### src/rtl/pc_gen_unit_if.sv
// Front-end fetch bus between the PC generator and the control/fetch logic.
// Handshake: a fetch is accepted on a rising clk edge with fetch_valid && fetch_ready;
// pc is stable while fetch_valid=1 and fetch_ready=0 unless a redirect replaces it.
interface pc_gen_unit_if #(
  parameter int XLEN  = 32,
  parameter int CNT_W = 32
);
  logic             stall;
  logic             branch_taken;
  logic [XLEN-1:0]  branch_target;
  logic             trap;
  logic [XLEN-1:0]  trap_vector;
  logic             halt;
  logic             resume;
  logic             fetch_ready;
  logic             fetch_valid;
  logic [XLEN-1:0]  pc;
  logic [XLEN-1:0]  pc_plus;
  logic             misaligned;
  logic [XLEN-1:0]  misaligned_addr;
  logic [CNT_W-1:0] fetch_count;

  modport master (
    input  stall, branch_taken, branch_target, trap, trap_vector,
           halt, resume, fetch_ready,
    output fetch_valid, pc, pc_plus, misaligned, misaligned_addr, fetch_count
  );

  modport slave (
    output stall, branch_taken, branch_target, trap, trap_vector,
           halt, resume, fetch_ready,
    input  fetch_valid, pc, pc_plus, misaligned, misaligned_addr, fetch_count
  );
endinterface

### src/rtl/pc_gen_unit.sv
// Program-counter generator: owns the fetch address and sequences it through
// boot, linear increment, branch redirect, trap redirect and halt.
module pc_gen_unit #(
  parameter int              XLEN         = 32,
  parameter logic [XLEN-1:0] RESET_VECTOR = '0,
  parameter int              IALIGN       = 4,
  parameter int              CNT_W        = 32
) (
  input  logic          clk,
  input  logic          rst_n,
  pc_gen_unit_if.master bus,
  output logic [1:0]    state_o
);

  typedef enum logic [1:0] {
    BOOT = 2'd0,
    RUN  = 2'd1,
    HALT = 2'd2
  } state_t;

  localparam logic [XLEN-1:0] ALIGN_MASK = XLEN'(IALIGN - 1);
  localparam logic [XLEN-1:0] PC_INC     = XLEN'(IALIGN);

  state_t           state_q;
  logic [XLEN-1:0]  pc_q;
  logic [XLEN-1:0]  pc_d;
  logic [XLEN-1:0]  mis_addr_q;
  logic             mis_q;
  logic             fv_q;
  logic [CNT_W-1:0] cnt_q;
  logic [CNT_W-1:0] cnt_d;

  logic             accepted;
  logic             tgt_mis;
  logic [XLEN-1:0]  trap_pc;

  assign accepted = fv_q & bus.fetch_ready;
  assign tgt_mis  = (bus.branch_target & ALIGN_MASK) != '0;
  assign trap_pc  = bus.trap_vector & ~ALIGN_MASK;

  always_comb begin
    pc_d = pc_q;
    unique case (state_q)
      RUN: begin
        if (bus.trap) begin
          pc_d = trap_pc;
        end else if (bus.branch_taken) begin
          // A misaligned target is rejected outright; the pc neither jumps nor advances.
          if (!tgt_mis) pc_d = bus.branch_target;
        end else if (accepted && !bus.stall) begin
          pc_d = pc_q + PC_INC;
        end
      end
      HALT: begin
        if (bus.trap) pc_d = trap_pc;
      end
      default: pc_d = pc_q;
    endcase
  end

  assign cnt_d = accepted ? cnt_q + CNT_W'(1) : cnt_q;

  always_ff @(posedge clk or negedge rst_n) begin
    if (!rst_n) begin
      state_q    <= BOOT;
      pc_q       <= RESET_VECTOR;
      fv_q       <= 1'b0;
      mis_q      <= 1'b0;
      mis_addr_q <= '0;
      cnt_q      <= '0;
    end else begin
      pc_q  <= pc_d;
      cnt_q <= cnt_d;
      mis_q <= 1'b0;
      unique case (state_q)
        BOOT: begin
          state_q <= RUN;
          fv_q    <= 1'b1;
        end
        RUN: begin
          if (!bus.trap && bus.branch_taken && tgt_mis) begin
            mis_q      <= 1'b1;
            mis_addr_q <= bus.branch_target;
          end
          if (bus.halt && !bus.trap) begin
            state_q <= HALT;
            fv_q    <= 1'b0;
          end
        end
        HALT: begin
          // Trap wakes the unit; resume beats a simultaneous halt.
          if (bus.resume || bus.trap) begin
            state_q <= RUN;
            fv_q    <= 1'b1;
          end
        end
        default: begin
          state_q <= BOOT;
          fv_q    <= 1'b0;
        end
      endcase
    end
  end

  assign bus.fetch_valid     = fv_q;
  assign bus.pc              = pc_q;
  assign bus.pc_plus         = pc_q + PC_INC;
  assign bus.misaligned      = mis_q;
  assign bus.misaligned_addr = mis_addr_q;
  assign bus.fetch_count     = cnt_q;
  assign state_o             = state_q;

endmodule

### src/flat_wrapper.sv
// flat-port wrapper written by rule: the top's interface ports become plain ports
module pc_gen_unit_flat 
#(
  parameter int              XLEN         = 32,
  parameter logic [XLEN-1:0] RESET_VECTOR = '0,
  parameter int              IALIGN       = 4,
  parameter int              CNT_W        = 32
)
  (clk, rst_n, state_o, bus_stall, bus_branch_taken, bus_branch_target, bus_trap, bus_trap_vector, bus_halt, bus_resume, bus_fetch_ready, bus_fetch_valid, bus_pc, bus_pc_plus, bus_misaligned, bus_misaligned_addr, bus_fetch_count);
  pc_gen_unit_if #(.XLEN(XLEN), .CNT_W(CNT_W)) bus_i ();
  input  logic clk;
  input  logic rst_n;
  output logic [1:0] state_o;
  input wire logic [$bits(bus_i.stall)-1:0] bus_stall;
  input wire logic [$bits(bus_i.branch_taken)-1:0] bus_branch_taken;
  input wire logic [$bits(bus_i.branch_target)-1:0] bus_branch_target;
  input wire logic [$bits(bus_i.trap)-1:0] bus_trap;
  input wire logic [$bits(bus_i.trap_vector)-1:0] bus_trap_vector;
  input wire logic [$bits(bus_i.halt)-1:0] bus_halt;
  input wire logic [$bits(bus_i.resume)-1:0] bus_resume;
  input wire logic [$bits(bus_i.fetch_ready)-1:0] bus_fetch_ready;
  output wire logic [$bits(bus_i.fetch_valid)-1:0] bus_fetch_valid;
  output wire logic [$bits(bus_i.pc)-1:0] bus_pc;
  output wire logic [$bits(bus_i.pc_plus)-1:0] bus_pc_plus;
  output wire logic [$bits(bus_i.misaligned)-1:0] bus_misaligned;
  output wire logic [$bits(bus_i.misaligned_addr)-1:0] bus_misaligned_addr;
  output wire logic [$bits(bus_i.fetch_count)-1:0] bus_fetch_count;
  assign bus_i.stall = bus_stall;
  assign bus_i.branch_taken = bus_branch_taken;
  assign bus_i.branch_target = bus_branch_target;
  assign bus_i.trap = bus_trap;
  assign bus_i.trap_vector = bus_trap_vector;
  assign bus_i.halt = bus_halt;
  assign bus_i.resume = bus_resume;
  assign bus_i.fetch_ready = bus_fetch_ready;
  assign bus_fetch_valid = bus_i.fetch_valid;
  assign bus_pc = bus_i.pc;
  assign bus_pc_plus = bus_i.pc_plus;
  assign bus_misaligned = bus_i.misaligned;
  assign bus_misaligned_addr = bus_i.misaligned_addr;
  assign bus_fetch_count = bus_i.fetch_count;
  pc_gen_unit #(.XLEN(XLEN), .RESET_VECTOR(RESET_VECTOR), .IALIGN(IALIGN), .CNT_W(CNT_W)) u_core (.clk(clk), .rst_n(rst_n), .bus(bus_i), .state_o(state_o));
endmodule
### config.mk
export PLATFORM = sky130hd
export DESIGN_NAME = pc_gen_unit_flat
export DESIGN_NICKNAME = d
export VERILOG_FILES = /design/src/rtl/pc_gen_unit_if.sv /design/src/rtl/pc_gen_unit.sv /design/src/flat_wrapper.sv
export SDC_FILE = /design/constraint.sdc
export NUM_CORES = 1
export LEC_CHECK = 0
export ABC_AREA = 1
export CORE_ASPECT_RATIO = 0.7
export CORE_MARGIN = 3
export CORE_UTILIZATION = 46
export CTS_CLUSTER_SIZE = 8
export DETAILED_ROUTE_END_ITERATION = 6
export GPL_TIMING_DRIVEN = 0
export PLACE_DENSITY = 0.81
export SLEW_MARGIN = 20
export SYNTH_ARGS = -nofsm -noshare
export SYNTH_HDL_FRONTEND = slang
export SYNTH_SLANG_ARGS = --single-unit
### constraint.sdc
create_clock -name clk -period 2.15 [get_ports clk]
set_input_delay 0.215 -clock clk [delete_from_list [all_inputs] [get_ports clk]]
set_output_delay 0.215 -clock clk [all_outputs]
set_load 0.01 [all_outputs]
==> Yosys cells after proc, flatten, opt, wreduce, memory -nomap -nowiden <==
Index checks and enable logic that the tools add are counted.
{ "word_totals": {"wordCells": 43, "regBits": 100, "inputBits": 72} }
{ "op_classes": {"bitwise": 1, "n_reduce_logical": 13, "eq_ne": 7, "n_mux": 14, "addsub": 2} }
{ "ops": {"columns": ["operator", "n"], "rows": [
  ["$mux 32", 5],
  ["$pmux 32 s2", 1],
  ["$add 32x1->32 const B", 1],
  ["$add 32x3->32 const B", 1],
  ["$reduce_bool 32->1", 1],
  ["$pmux 2 s3", 1],
  ["$logic_and 1x1->1", 4],
  ["$mux 1", 4],
  ["$mux 2", 2],
  ["$ne 2x1->1 const B", 2],
  ["$ne 4x3->1 const B", 1],
  ["$ne 4x4->1 const B", 1],
  ["$reduce_and 2->1", 2],
  ["$reduce_and 4->1", 1],
  ["$pmux 1 s3", 1],
  ["$eq 2x1->1 const B", 1],
  ["$eq 2x2->1 const B", 1],
  ["$logic_not 1->1", 2],
  ["$logic_not 2->1", 1],
  ["$ne 2x2->1 const B", 1],
  ["$reduce_bool 2->1", 1],
  ["$and 1x1->1", 1],
  ["$logic_or 1x1->1", 1]
]} }

==> Logic depth before layout (Yosys ltp) <==
{ "depth": {"word_depth": 6, "depth_mapped": 11, "ltp_nobuf": 11} }

==> Worst setup path after synthesis <==
No wires, ideal clock.
{ "synth_path": {"kind": "register to register", "start": "register u_core.state_q[0], in the netlist u_core.state_o[0]", "end": "register u_core.pc_q[31], in the netlist u_core.bus.pc[31]", "required_ps": 2028, "synth_period_minus_slack_ps": 1716, "arrival_ps": 1593, "setup_slack_ps": 434, "path_buffers": 1, "setup_time_ps": 122, "path_stages_with_launch": 10, "path_cell_list": "dfrtp_1 > inv_1 > ha_1 > inv_1 > nor2_1 > nor2_2 > o211ai_4 > buf_6 > a21oi_1 > a21oi_1"} }
{ "synth_via": {"elab_chain_len": 3, "word_cells_on_any_way": 8, "cone_classes": "eq/ne (5); mux (1); reduce/logical (2)"} }
{ "synth_lines": {"columns": ["element", "line_no", "source"], "rows": [
  ["start: declaration", "pc_gen_unit.sv:24", "state_t state_q;"],
  ["start signal: assignment", "pc_gen_unit.sv:65", "state_q <= BOOT;"],
  ["start signal: assignment", "pc_gen_unit.sv:77", "state_q <= RUN;"],
  ["start signal: assignment", "pc_gen_unit.sv:86", "state_q <= HALT;"],
  ["$eq 2x1->1 / $eq 2x2->1 (equally long branches)", "pc_gen_unit.sv:43", "unique case (state_q)"],
  ["$ne 4x4->1 (no source line), or another cell as far along", null, null],
  ["$reduce_and 4->1 (no source line)", null, null],
  ["end signal: assignment", "pc_gen_unit.sv:72", "pc_q <= pc_d;"],
  ["end: declaration", "pc_gen_unit.sv:25", "logic [XLEN-1:0] pc_q;"]
]} }
Parallel ways exist; a longest one is shown, timed or not.
A chain may end at the register's enable or synchronous reset.

==> Final worst setup path <==
{ "layout_path": {"start": "register u_core.pc_q[2], in the netlist u_core.bus.pc[2]", "end": "output port bus_pc_plus[18]"} }
{ "layout_via": {"elab_chain_len": 1} }
{ "layout_lines": {"columns": ["element", "line_no", "source"], "rows": [
  ["$add 32x3->32", "pc_gen_unit.sv:107", "assign bus.pc_plus = pc_q + PC_INC;"],
  ["end: declaration", "flat_wrapper.sv:24", "output wire logic [$bits(bus_i.pc_plus)-1:0] bus_pc_plus;"]
]} }
No other way between the ends.

==> results.txt <==
CTS tree: yes
Floorplan Core Area: 11930 um^2
Overflow after GRT: 0
Total Routing Usage GR: 27.71%
Worst R2R Path Depth: 9
CP bufs+invs: 3
Final setup fails: 2
Non-Filler Instances: 1148
Cell Pwr Density: 1257 nW/um^2
# rows: 33
Status: finished with violations
Core Util, Final: 73.04%
Worst path required time: 1.93 ns
Clock sinks: 99
Worst vdd ir: 788.8 uV
Share of the synthesized area in the top cell type: 43.15%
Clock Tree Root: clkbuf_16
Placed cell area: 7979 um^2
Clock Pin Slew Worst Setup and Hold Paths: 0.07 ns
Skew-Pair Late Insertion Delay: 0.35 ns
CP max FO: 4
Crit-path leading delay family: simple AND/OR/NAND/NOR gates
Starting Density: 48.12%
Worst min path class: in -> async
H-tree lvl count: 3
Top_reg_cell synth: dfrtp_1
Max Clock Skew: 0.006242 ns
Yosys warnings: 0
Placed Cells incl. Taps: 1108
DIE AREA: 13880 um^2
Mapped Nets: 826
HPWL Detailed: 14690 um
Nets: 1063
Max Freq: 449.4 MHz
Fin. max-slew vios: 0
Final setup margin: -0.07544 ns
Final hold vios: 0
Number of synthesized flops with an enable pin: 0
CP endpoint kind: output port
Drt wl/cell: 16.95 um
Synth top area cells: dfrtp_1, nand2_1, inv_1, xor2_1, o21ai_0
First-pass GRT wire length: 30470 um
Filler cells: 943
Layout area overhead: 51.80%
Library cells used by synthesis: 39
Min Tclk post-route: 2.225 ns
DRT Wirelength: 19450 um
Drt first pass iters: 5
Cells along the critical path: buf_6 -> ha_4 -> nand3_4 -> nor2_4 -> nand2_4 -> nor2_4 -> buf_6 -> xor2_2 -> buf_2
Worst Max-Slew Pin Slew: 0.5537 ns
CTS buffer count: 9
DR iter-0 viols: 453
Sequential cell area: 2494 um^2
Routability congestion estimate from global placement: 0.9414
Crit-path slowest cell: dfrtp_1
Clk buf depth: 2
Synth async-reset ratio: 100.0%
Detail Route Antenna Nets: 0
Fraction of the cycle the final worst path needs: 103.5%
Worst R2R Setup Slack: 0.14 ns
Avg Vias per Cell: 5.174
Post-route design area: 8716 um^2
Slew margin rel.: 63.09%
Worst EP arrival: 2.01 ns
Mapped Area: 5742 um^2
IO Pins: 204
Die X: 139.5 um
Antenna violations before repair: 0
RSZ-0062 raised after global routing: true
Synth cell count leaders: nand2_1, dfrtp_1, inv_1, nor2_1, o21ai_0
Final hold slack: 0.3005 ns
Mapped Cells: 749
Most frequent cell after synthesis: nand2_1
Critical path class: reg -> out
CP peak stage delay: 0.37 ns
Worst R2R Start: u_core.state_o[0]$_DFFE_PN0P_
Leak pwr: 4.113 nW
Failing checks: negative setup slack
Reg-to-reg critical path endpoint: u_core.bus.pc[13]$_DFFE_PN0P_
Yosys reg bits: 99
Element type at the critical path start: register
Vias in the first global route: 5608
Post-route DRC: 0
Mean Syn Cell Area: 7.666 um^2
Layout cells sized above 1: 16.55%
Largest net degree at the start of global routing: 75
Antenna cell count: 0
Sequential fraction of the synthesis area: 43.15%
Max_cap viols: 0
PortBufs: 201
Area leader, netlist: dfrtp_1
Power Total: 0.01096 W
Area of the multi-input gates: 3068 um^2
Die height: 99.48 um
Via Count: 5940
[worst max-delay path by stage]
stage                                       start                                          to  slack [ns]  cells past startpoint
detailed placement   u_core.bus.pc[3]$_DFFE_PN0P_                             bus_pc_plus[26]       -0.25                      8
global placement                            rst_n  u_core.bus.misaligned_addr[31]$_DFFE_PN0P_       -3.02                      1
global route         u_core.bus.pc[2]$_DFFE_PN0P_                             bus_pc_plus[18]       -0.13                      9
floorplan           u_core.state_o[0]$_DFFE_PN0P_               u_core.bus.pc[31]$_DFFE_PN0P_        0.43                      9
finish               u_core.bus.pc[2]$_DFFE_PN0P_                             bus_pc_plus[18]       -0.08                      9
CTS                  u_core.bus.pc[2]$_DFFE_PN0P_                             bus_pc_plus[24]       -0.06                     10
[worst reg2reg max path, delay by kind of cell, from the launching register on]
kind	cells	cell delay (ns)
AOI/OAI and AO/OA	2	0.29
adders and majority gates	1	0.23
buffers and inverters	3	0.47
DFF	1	0.43
and+or+nand+nor	3	0.46
[flip-flops by register name, indices dropped and copies added, names as in the netlist]
| register | cells |
|---|---|
| u_core.bus.pc | 32 |
| u_core.bus.misaligned | 1 |
| u_core.bus.misaligned_addr | 32 |
| u_core.state_o | 2 |
| u_core.bus.fetch_count | 32 |
[kinds of logic after synthesis]
family / synth area share (%)
xor+xnor: 8.085
fa+ha+maj: 1.090
flops: 43.15
buf+inv: 8.869
simple gates: 28.48
compound gates: 10.33
[cell usage in the layout, fill, tap and decap left out, types with 25 or more instances in the layout]
| cell | n |
|---|---|
| buf_4 | 25 |
| xor2_1 | 26 |
| clkdlybuf4s50_1 | 172 |
| inv_1 | 97 |
| nand2_1 | 208 |
| dfrtp_1 | 86 |
| nor2_1 | 65 |
| o21ai_0 | 62 |
[power by group]
group	internal, W	switching (W)	total (W)
Combinational	0.00287	0.00327	0.00613
Sequential	0.00256	0.000665	0.00322
Clock	0.000807	0.000794	0.00160
Total	0.00623	0.00473	0.0110
[per-stage QoR]
step	TNS [ns]	worst slack [ns]
global placement	-300.15	-3.023
finish	-0.1112	-0.07544
CTS	-0.1521	-0.05718
floorplan	0	0.4343
detailed placement	-2.585	-0.2520
global route	-0.6168	-0.1301
[metal layers]
layer / global-route usage [%] / wire [um] / up-vias
li1: - / - / 2809
met1: 41.23 / 9052 / 2839
met2: 40.68 / 8375 / 272
met3: 8.554 / 1780 / 20
met4: 4.691 / 244 / 0
met5: 0 / 0 / -
[layout make-up]
type	count	share of cell area (%)
sequential	99	28.61
buffer	21	1.392
inverter	103	4.436
multi-input combinational	525	35.20
tap	157	2.254
clock buffer	9	2.584
timing repair buffer	227	24.83
clock inverter	7	0.6891
[timing repair]
| action | 4_1_cts | 5_1_grt |
|---|---|---|
| hold buffers | 1 | 0 |
| setup buffers | 20 | 7 |
| pin swaps | 9 | 14 |
| hold endpoints to repair | 25 | 0 |
| endpoints found under the setup margin | 34 | 37 |
| resized for setup | 113 | 50 |
Power figures use the tool's default switching activity.
